File: src/rtl/ma_pkg.sv
// Shared types for the memory-access stage: size codes, fault causes,
// FSM states and the transaction record captured at issue time.
package ma_pkg;

    localparam int MA_XLEN = 64;

    localparam logic [1:0] SZ_B = 2'd0;
    localparam logic [1:0] SZ_H = 2'd1;
    localparam logic [1:0] SZ_W = 2'd2;
    localparam logic [1:0] SZ_D = 2'd3;

    localparam logic [1:0] FC_LD_MIS = 2'd0;
    localparam logic [1:0] FC_ST_MIS = 2'd1;
    localparam logic [1:0] FC_LD_ACC = 2'd2;
    localparam logic [1:0] FC_ST_ACC = 2'd3;

    typedef enum logic [1:0] {
        IDLE,
        REQ,
        RESP
    } ma_state_e;

    typedef struct packed {
        logic [MA_XLEN-1:0] addr;
        logic [MA_XLEN-1:0] data;
        logic [MA_XLEN-1:0] pc;
        logic [4:0]         rd;
        logic [1:0]         size;
        logic               uns;
        logic               we;
    } ma_txn_t;

endpackage

File: src/rtl/lsu_align.sv
// Byte-lane alignment: store strobes/data, misalign detect, load extract.
// Ports: off/size/ld_unsigned select the lane; st_data/rdata in;
// misalign, wstrb, wdata, ld_data out. Purely combinational.
module lsu_align
    import ma_pkg::*;
#(
    parameter int XLEN   = MA_XLEN,
    parameter int STRB_W = XLEN / 8
) (
    input  logic [2:0]        off,
    input  logic [1:0]        size,
    input  logic              ld_unsigned,
    input  logic [XLEN-1:0]   st_data,
    input  logic [XLEN-1:0]   rdata,
    output logic              misalign,
    output logic [STRB_W-1:0] wstrb,
    output logic [XLEN-1:0]   wdata,
    output logic [XLEN-1:0]   ld_data
);

    logic [5:0]        sh;
    logic [XLEN-1:0]   rsh;
    logic [STRB_W-1:0] base;
    logic              sx;

    assign sh    = {off, 3'b000};
    assign wdata = st_data << sh;
    assign rsh   = rdata >> sh;
    assign sx    = ~ld_unsigned;
    assign wstrb = base << off;

    always_comb begin
        base     = '0;
        misalign = 1'b0;
        ld_data  = '0;
        unique case (size)
            SZ_B: begin
                base    = STRB_W'(8'h01);
                ld_data = {{(XLEN-8){sx & rsh[7]}}, rsh[7:0]};
            end
            SZ_H: begin
                base     = STRB_W'(8'h03);
                misalign = off[0];
                ld_data  = {{(XLEN-16){sx & rsh[15]}}, rsh[15:0]};
            end
            SZ_W: begin
                base     = STRB_W'(8'h0F);
                misalign = |off[1:0];
                ld_data  = {{(XLEN-32){sx & rsh[31]}}, rsh[31:0]};
            end
            SZ_D: begin
                base     = '1;
                misalign = |off;
                ld_data  = rsh;
            end
        endcase
    end

endmodule

File: src/rtl/mem_access.sv
// Memory-access pipeline stage: one bus transaction per load/store,
// stalls upstream until the response, and drives the MA/WB register.
// Ports: EX/MA inputs (valid_in, pc_in, rd_in, result_in, data2_in,
// ld_en, st_en, size, ld_unsigned, clear); bus req/gnt/rvalid channel;
// stall_req; registered fault/fault_cause/fault_addr; MA/WB outputs
// pc_out, rd_out, wb_data, wb_en. fault is registered with MA/WB, so
// it pulses in the cycle after the faulting instruction leaves MA.
module mem_access
    import ma_pkg::*;
#(
    parameter int XLEN   = MA_XLEN,
    parameter int STRB_W = XLEN / 8
) (
    input  logic              clk,
    input  logic              rst,
    input  logic              clear,
    input  logic              valid_in,
    input  logic [XLEN-1:0]   pc_in,
    input  logic [4:0]        rd_in,
    input  logic [XLEN-1:0]   result_in,
    input  logic [XLEN-1:0]   data2_in,
    input  logic              ld_en,
    input  logic              st_en,
    input  logic [1:0]        size,
    input  logic              ld_unsigned,
    output logic              bus_req,
    output logic              bus_we,
    output logic [XLEN-1:0]   bus_addr,
    output logic [XLEN-1:0]   bus_wdata,
    output logic [STRB_W-1:0] bus_wstrb,
    input  logic              bus_gnt,
    input  logic              bus_rvalid,
    input  logic [XLEN-1:0]   bus_rdata,
    input  logic              bus_err,
    output logic              stall_req,
    output logic              fault,
    output logic [1:0]        fault_cause,
    output logic [XLEN-1:0]   fault_addr,
    output logic [XLEN-1:0]   pc_out,
    output logic [4:0]        rd_out,
    output logic [XLEN-1:0]   wb_data,
    output logic              wb_en
);

    ma_state_e state_q, state_d;
    ma_txn_t   txn_q;
    logic      kill_q;

    logic              live;
    logic [XLEN-1:0]   s_addr;
    logic [XLEN-1:0]   s_data;
    logic [1:0]        s_size;
    logic              s_uns;
    logic              s_we;
    logic              misalign;
    logic [STRB_W-1:0] al_wstrb;
    logic [XLEN-1:0]   al_wdata;
    logic [XLEN-1:0]   al_ld;
    logic              mem_op;
    logic              issue;
    logic              done;

    // The aligner sees live inputs while idle and the captured
    // transaction otherwise, so REQ fields stay stable and the
    // response never depends on what upstream is presenting.
    assign live   = (state_q == IDLE);
    assign s_addr = live ? result_in   : txn_q.addr;
    assign s_data = live ? data2_in    : txn_q.data;
    assign s_size = live ? size        : txn_q.size;
    assign s_uns  = live ? ld_unsigned : txn_q.uns;
    assign s_we   = live ? st_en       : txn_q.we;

    lsu_align #(
        .XLEN   (XLEN),
        .STRB_W (STRB_W)
    ) u_align (
        .off         (s_addr[2:0]),
        .size        (s_size),
        .ld_unsigned (s_uns),
        .st_data     (s_data),
        .rdata       (bus_rdata),
        .misalign    (misalign),
        .wstrb       (al_wstrb),
        .wdata       (al_wdata),
        .ld_data     (al_ld)
    );

    assign mem_op = valid_in & (ld_en | st_en);
    assign issue  = live & mem_op & ~misalign & ~clear & ~rst;
    assign done   = (state_q == RESP) & bus_rvalid;

    always_comb begin
        state_d   = state_q;
        bus_req   = 1'b0;
        stall_req = 1'b0;
        unique case (state_q)
            IDLE: begin
                if (issue) begin
                    bus_req   = 1'b1;
                    stall_req = 1'b1;
                    state_d   = bus_gnt ? RESP : REQ;
                end
            end
            REQ: begin
                bus_req   = 1'b1;
                stall_req = 1'b1;
                if (bus_gnt) state_d = RESP;
            end
            RESP: begin
                stall_req = ~bus_rvalid;
                if (bus_rvalid) state_d = IDLE;
            end
            default: state_d = IDLE;
        endcase
        if (rst) begin
            bus_req   = 1'b0;
            stall_req = 1'b0;
        end
    end

    assign bus_we    = bus_req & s_we;
    assign bus_addr  = bus_req ? {s_addr[XLEN-1:3], 3'b000} : '0;
    assign bus_wdata = bus_we ? al_wdata : '0;
    assign bus_wstrb = bus_we ? al_wstrb : '0;

    always_ff @(posedge clk) begin
        if (rst) begin
            state_q     <= IDLE;
            txn_q       <= '0;
            kill_q      <= 1'b0;
            pc_out      <= '0;
            rd_out      <= '0;
            wb_data     <= '0;
            wb_en       <= 1'b0;
            fault       <= 1'b0;
            fault_cause <= '0;
            fault_addr  <= '0;
        end else begin
            state_q     <= state_d;
            pc_out      <= '0;
            rd_out      <= '0;
            wb_data     <= '0;
            wb_en       <= 1'b0;
            fault       <= 1'b0;
            fault_cause <= '0;
            fault_addr  <= '0;

            if (issue) begin
                txn_q.addr <= result_in;
                txn_q.data <= data2_in;
                txn_q.pc   <= pc_in;
                txn_q.rd   <= rd_in;
                txn_q.size <= size;
                txn_q.uns  <= ld_unsigned;
                txn_q.we   <= st_en;
                kill_q     <= 1'b0;
            end else if (!live && clear) begin
                // A flush mid-transaction squashes the result once
                // the bus side has finished.
                kill_q <= 1'b1;
            end

            if (live) begin
                if (valid_in && !clear && !mem_op) begin
                    pc_out  <= pc_in;
                    rd_out  <= rd_in;
                    wb_data <= result_in;
                    wb_en   <= (rd_in != 5'd0);
                end else if (valid_in && !clear && misalign) begin
                    fault       <= 1'b1;
                    fault_cause <= st_en ? FC_ST_MIS : FC_LD_MIS;
                    fault_addr  <= result_in;
                end
            end else if (done && !kill_q && !clear) begin
                pc_out <= txn_q.pc;
                rd_out <= txn_q.rd;
                if (bus_err) begin
                    fault       <= 1'b1;
                    fault_cause <= txn_q.we ? FC_ST_ACC : FC_LD_ACC;
                    fault_addr  <= txn_q.addr;
                end else if (!txn_q.we) begin
                    wb_data <= al_ld;
                    wb_en   <= (txn_q.rd != 5'd0);
                end
            end
        end
    end

endmodule

File: config.mk
export PLATFORM = sky130hd
export DESIGN_NAME = mem_access
export DESIGN_NICKNAME = d
export VERILOG_FILES = /design/src/rtl/ma_pkg.sv /design/src/rtl/lsu_align.sv /design/src/rtl/mem_access.sv
export SDC_FILE = /design/constraint.sdc
export NUM_CORES = 1
export LEC_CHECK = 0
export CAP_MARGIN = 40
export CORE_AREA = 2 2 241 243
export CTS_CLUSTER_SIZE = 30
export DETAILED_ROUTE_END_ITERATION = 6
export DIE_AREA = 0 0 243 245
export GPL_ROUTABILITY_DRIVEN = 1
export PLACE_DENSITY_LB_ADDON = 0.25
export SLEW_MARGIN = 20
export SYNTH_ARGS = -nofsm -noshare
export SYNTH_HDL_FRONTEND = slang
export SYNTH_HIERARCHICAL = 1
export SYNTH_SLANG_ARGS = --single-unit
File: constraint.sdc
create_clock -name clk -period 4.2 [get_ports clk]
set_clock_uncertainty 0.2 [all_clocks]
set_input_delay 0.42 -clock clk [delete_from_list [all_inputs] [get_ports clk]]
set_output_delay 0.42 -clock clk [all_outputs]
set_load 0.005 [all_outputs]
==> results.sh <==
export IMPL_synth_area_top_cells="dfxtp_1 43%, a22o_1 12%, nand2_1 8.0%"
export IMPL_cp_end_kind="primary output"
export IMPL_ys_types=51
export IMPL_gp_congestion=0.936
export IMPL_rsz0062_at_grt="true"
export IMPL_initial_core_util_pct=32.8
export IMPL_yosysTopAreaCell="dfxtp_1"
export IMPL_avgRoutedWirePerCell_um=24.1
export IMPL_synth_common_cells="405 x dfxtp_1, 400 x nand2_1, 266 x a22o_1"
export IMPL_period_minus_slack_ps=4050
export IMPL_dr_pass1_iters=5
export IMPL_cts_buffers=46
export IMPL_coreArea_um2=57000
export IMPL_layout_nets=2889
export IMPL_cp_cell_sequence="or2_4 > nand2_8 > nand2_8 > o21ai_0 > o21ai_1 > or4b_4 > a21boi_4 > buf_4 > clkbuf_16 > and2_1 > clkdlybuf4s50_1"
export IMPL_place_area_um2=25500
export IMPL_relSlewSlack_pct=9.99
export IMPL_ys_seq_area_share_pct=43.3
export IMPL_hold_buffers=0
export IMPL_grt_usage_pct=26.4
export IMPL_die_x_um=243
export IMPL_cts_tree="done"
export IMPL_cpPeakStageDelay_ps=540
export IMPL_via_per_inst=5.47
export IMPL_synth_most_common_cell="dfxtp_1"
export IMPL_cts_root_buffer_cell="clkbuf_16"
export IMPL_cts_max_path_buffers=3
export IMPL_drc=0
export IMPL_fill_cells=5432
export IMPL_synth_area_um2=18700
export IMPL_fp_dieH_um=245
export IMPL_maxCapViolations=0
export IMPL_yosys_warnings=6
export IMPL_crit_required_ps=3580
export IMPL_io_buffer_count=609
export IMPL_grt_pass1_vias=17965
export IMPL_vias=18735
export IMPL_status="completed"
export IMPL_clkLatencyLatePin_ps=590
export IMPL_fin_area_um2=27300
export IMPL_peakVddDrop_v=0.000255
export IMPL_finalHoldViolCount=0
export IMPL_gr_total_overflow=0
export IMPL_antenna_left=0
export IMPL_crit_path_start_kind="flip-flop"
export IMPL_grt_pass1_wl_um=119000
export IMPL_crit_path_frequent_cell="nand2_8"
export IMPL_cts_clk_slew_worst_paths_ps=60
export IMPL_dp_hpwl_um=59000
export IMPL_crit_slowest_cell="or4b_4"
export IMPL_drv_slew=0
export IMPL_syn2layout_area_growth_pct=46.1
export IMPL_synth_flop_cell="dfxtp_1"
export IMPL_ys_seq_elements=405
export IMPL_synth_top_area_share_pct=43.3
export IMPL_fin_crit_sh_pct=96.4
export IMPL_rows=88
export IMPL_min_path_type="in -> reg"
export IMPL_tns_ps=0
export IMPL_criticalPathCategory="reg -> out"
export IMPL_die_area_um2=59500
export IMPL_powerDensity_nw_per_um2=365
export IMPL_leakage_nw=10.7
export IMPL_worstMarginPinSlew_ps=1350
export IMPL_synth_edff_count=0
export IMPL_syn_inst=2114
export IMPL_postSynthAreaPerCell_um2=8.85
export IMPL_drive_gt1_share_pct=8.33
export IMPL_synthArstFlopShare_pct=0
export IMPL_regToRegSetupSlack_ps=780
export IMPL_cts_sinks=405
export IMPL_fmax_ghz=0.247
export IMPL_pin_count=613
export IMPL_grt_max_degree=204
export IMPL_drt_iter0_drc=1762
export IMPL_cp_max_fo=18
export IMPL_routed_wl_um=82500
export IMPL_setup_violations=0
export IMPL_h_tree_depth=2
export IMPL_antenna_found_initial=23
export IMPL_worstPathArrival_ps=3430
metrics by stage:
step / setup WS, ps / cells / hold WS, ps / power (mW) / util (%)
5_1_grt: -7.32 / 3423 / 94.3 / 10.3 / 47.9
6_report: 150 / 3427 / 88.4 / 9.97 / 47.9
2_1_floorplan: 3.37 / 2116 / 242 / 4.75 / -
3_5_place_dp: 365 / 3327 / 254 / 5.52 / 44.7
4_1_cts: 11.6 / 3415 / 71.7 / 10.0 / 47.7
3_3_place_gp: 431 / 3327 / 256 / 5.51 / 44.7
placed cells by master (no fill, tap or decap), types with 16 or more instances in the layout:
cell type,count
buf_12,16
nand2_1,395
and2_1,90
o21ai_0,19
dfxtp_1,403
nor2_1,187
buf_4,36
mux2i_1,82
clkdlybuf4s50_1,606
mux4_2,32
a22o_1,266
nand3_1,24
a21oi_1,90
mux2_2,29
clkbuf_16,48
o21ai_1,16
a22oi_1,134
o22ai_1,17
inv_1,18
critical path: cells and delay by family (launching register included):
family | cells | cell delay (ps)
AO/OA/AOI/OAI | 3 | 380
buffers and inverters | 3 | 870
flip-flops | 1 | 370
AND/OR/NAND/NOR | 5 | 1220
path summary, 6_finish.rpt:
kind	startpoint	to	cells past startpoint
setup / recovery	state_q[1]$_SDFFE_PP0P_	bus_wdata[58]	11
setup reg to reg	state_q[1]$_SDFFE_PP0P_	wb_data[8]$_SDFF_PP0_	10
hold / removal	rst	pc_out[11]$_SDFF_PP0_	2
hold reg to reg	txn_q[72]$_SDFFE_PP0P_	txn_q[72]$_SDFFE_PP0P_	1
registers in the layout (all words and copies together) (netlist names):
| name | flops |
|---|---|
| fault | 1 |
| wb_data | 64 |
| txn_q | 201 |
| fault_cause | 2 |
| wb_en | 1 |
| kill_q | 1 |
| rd_out | 5 |
| state_q | 2 |
| fault_addr | 64 |
| pc_out | 64 |
cells by family after synthesis:
group	after synthesis	synth area share, %
AND/OR/NAND/NOR	739	17.0
flip-flops	405	43.3
buffers and inverters	230	5.34
other	1	0.0200
multiplexers	147	10.2
AO/OA/AOI/OAI	592	24.1
report_power, final:
part           total, mW  switching, mW  internal, mW
combinational       1.49          0.815         0.671
sequential          3.98         0.0493          3.93
clock               4.50           1.73          2.77
final cells by class:
class | instances | area (µm²) | area share, %
Multi-Input combinational cell | 1482 | 9730 | 35.6
Clock buffer | 62 | 1310 | 4.80
Clock inverter | 23 | 385 | 1.41
Tap cell | 765 | 957 | 3.50
Timing Repair Buffer | 662 | 6730 | 24.6
Antenna cell | 9 | 22.5 | 0.0824
Inverter | 19 | 71.3 | 0.261
Sequential cell | 405 | 8110 | 29.7
routing by layer:
metal  GRT usage (%)  part of all wire [%]
met2            40.2                    45
met1            34.8                    42
met3            9.05                   9.6
met5               0                  0.21
met4            8.75                   2.9
what timing repair did:
| item | in CTS | in global routing |
|---|---|---|
| gates resized for setup | 4 | 8 |
| gates cloned | 1 | 2 |
| pin swaps | 1 | 2 |
| endpoints found under the setup margin | 72 | 73 |
| buffers inserted | 2 | 1 |
(Power assumes the default switching activity.)
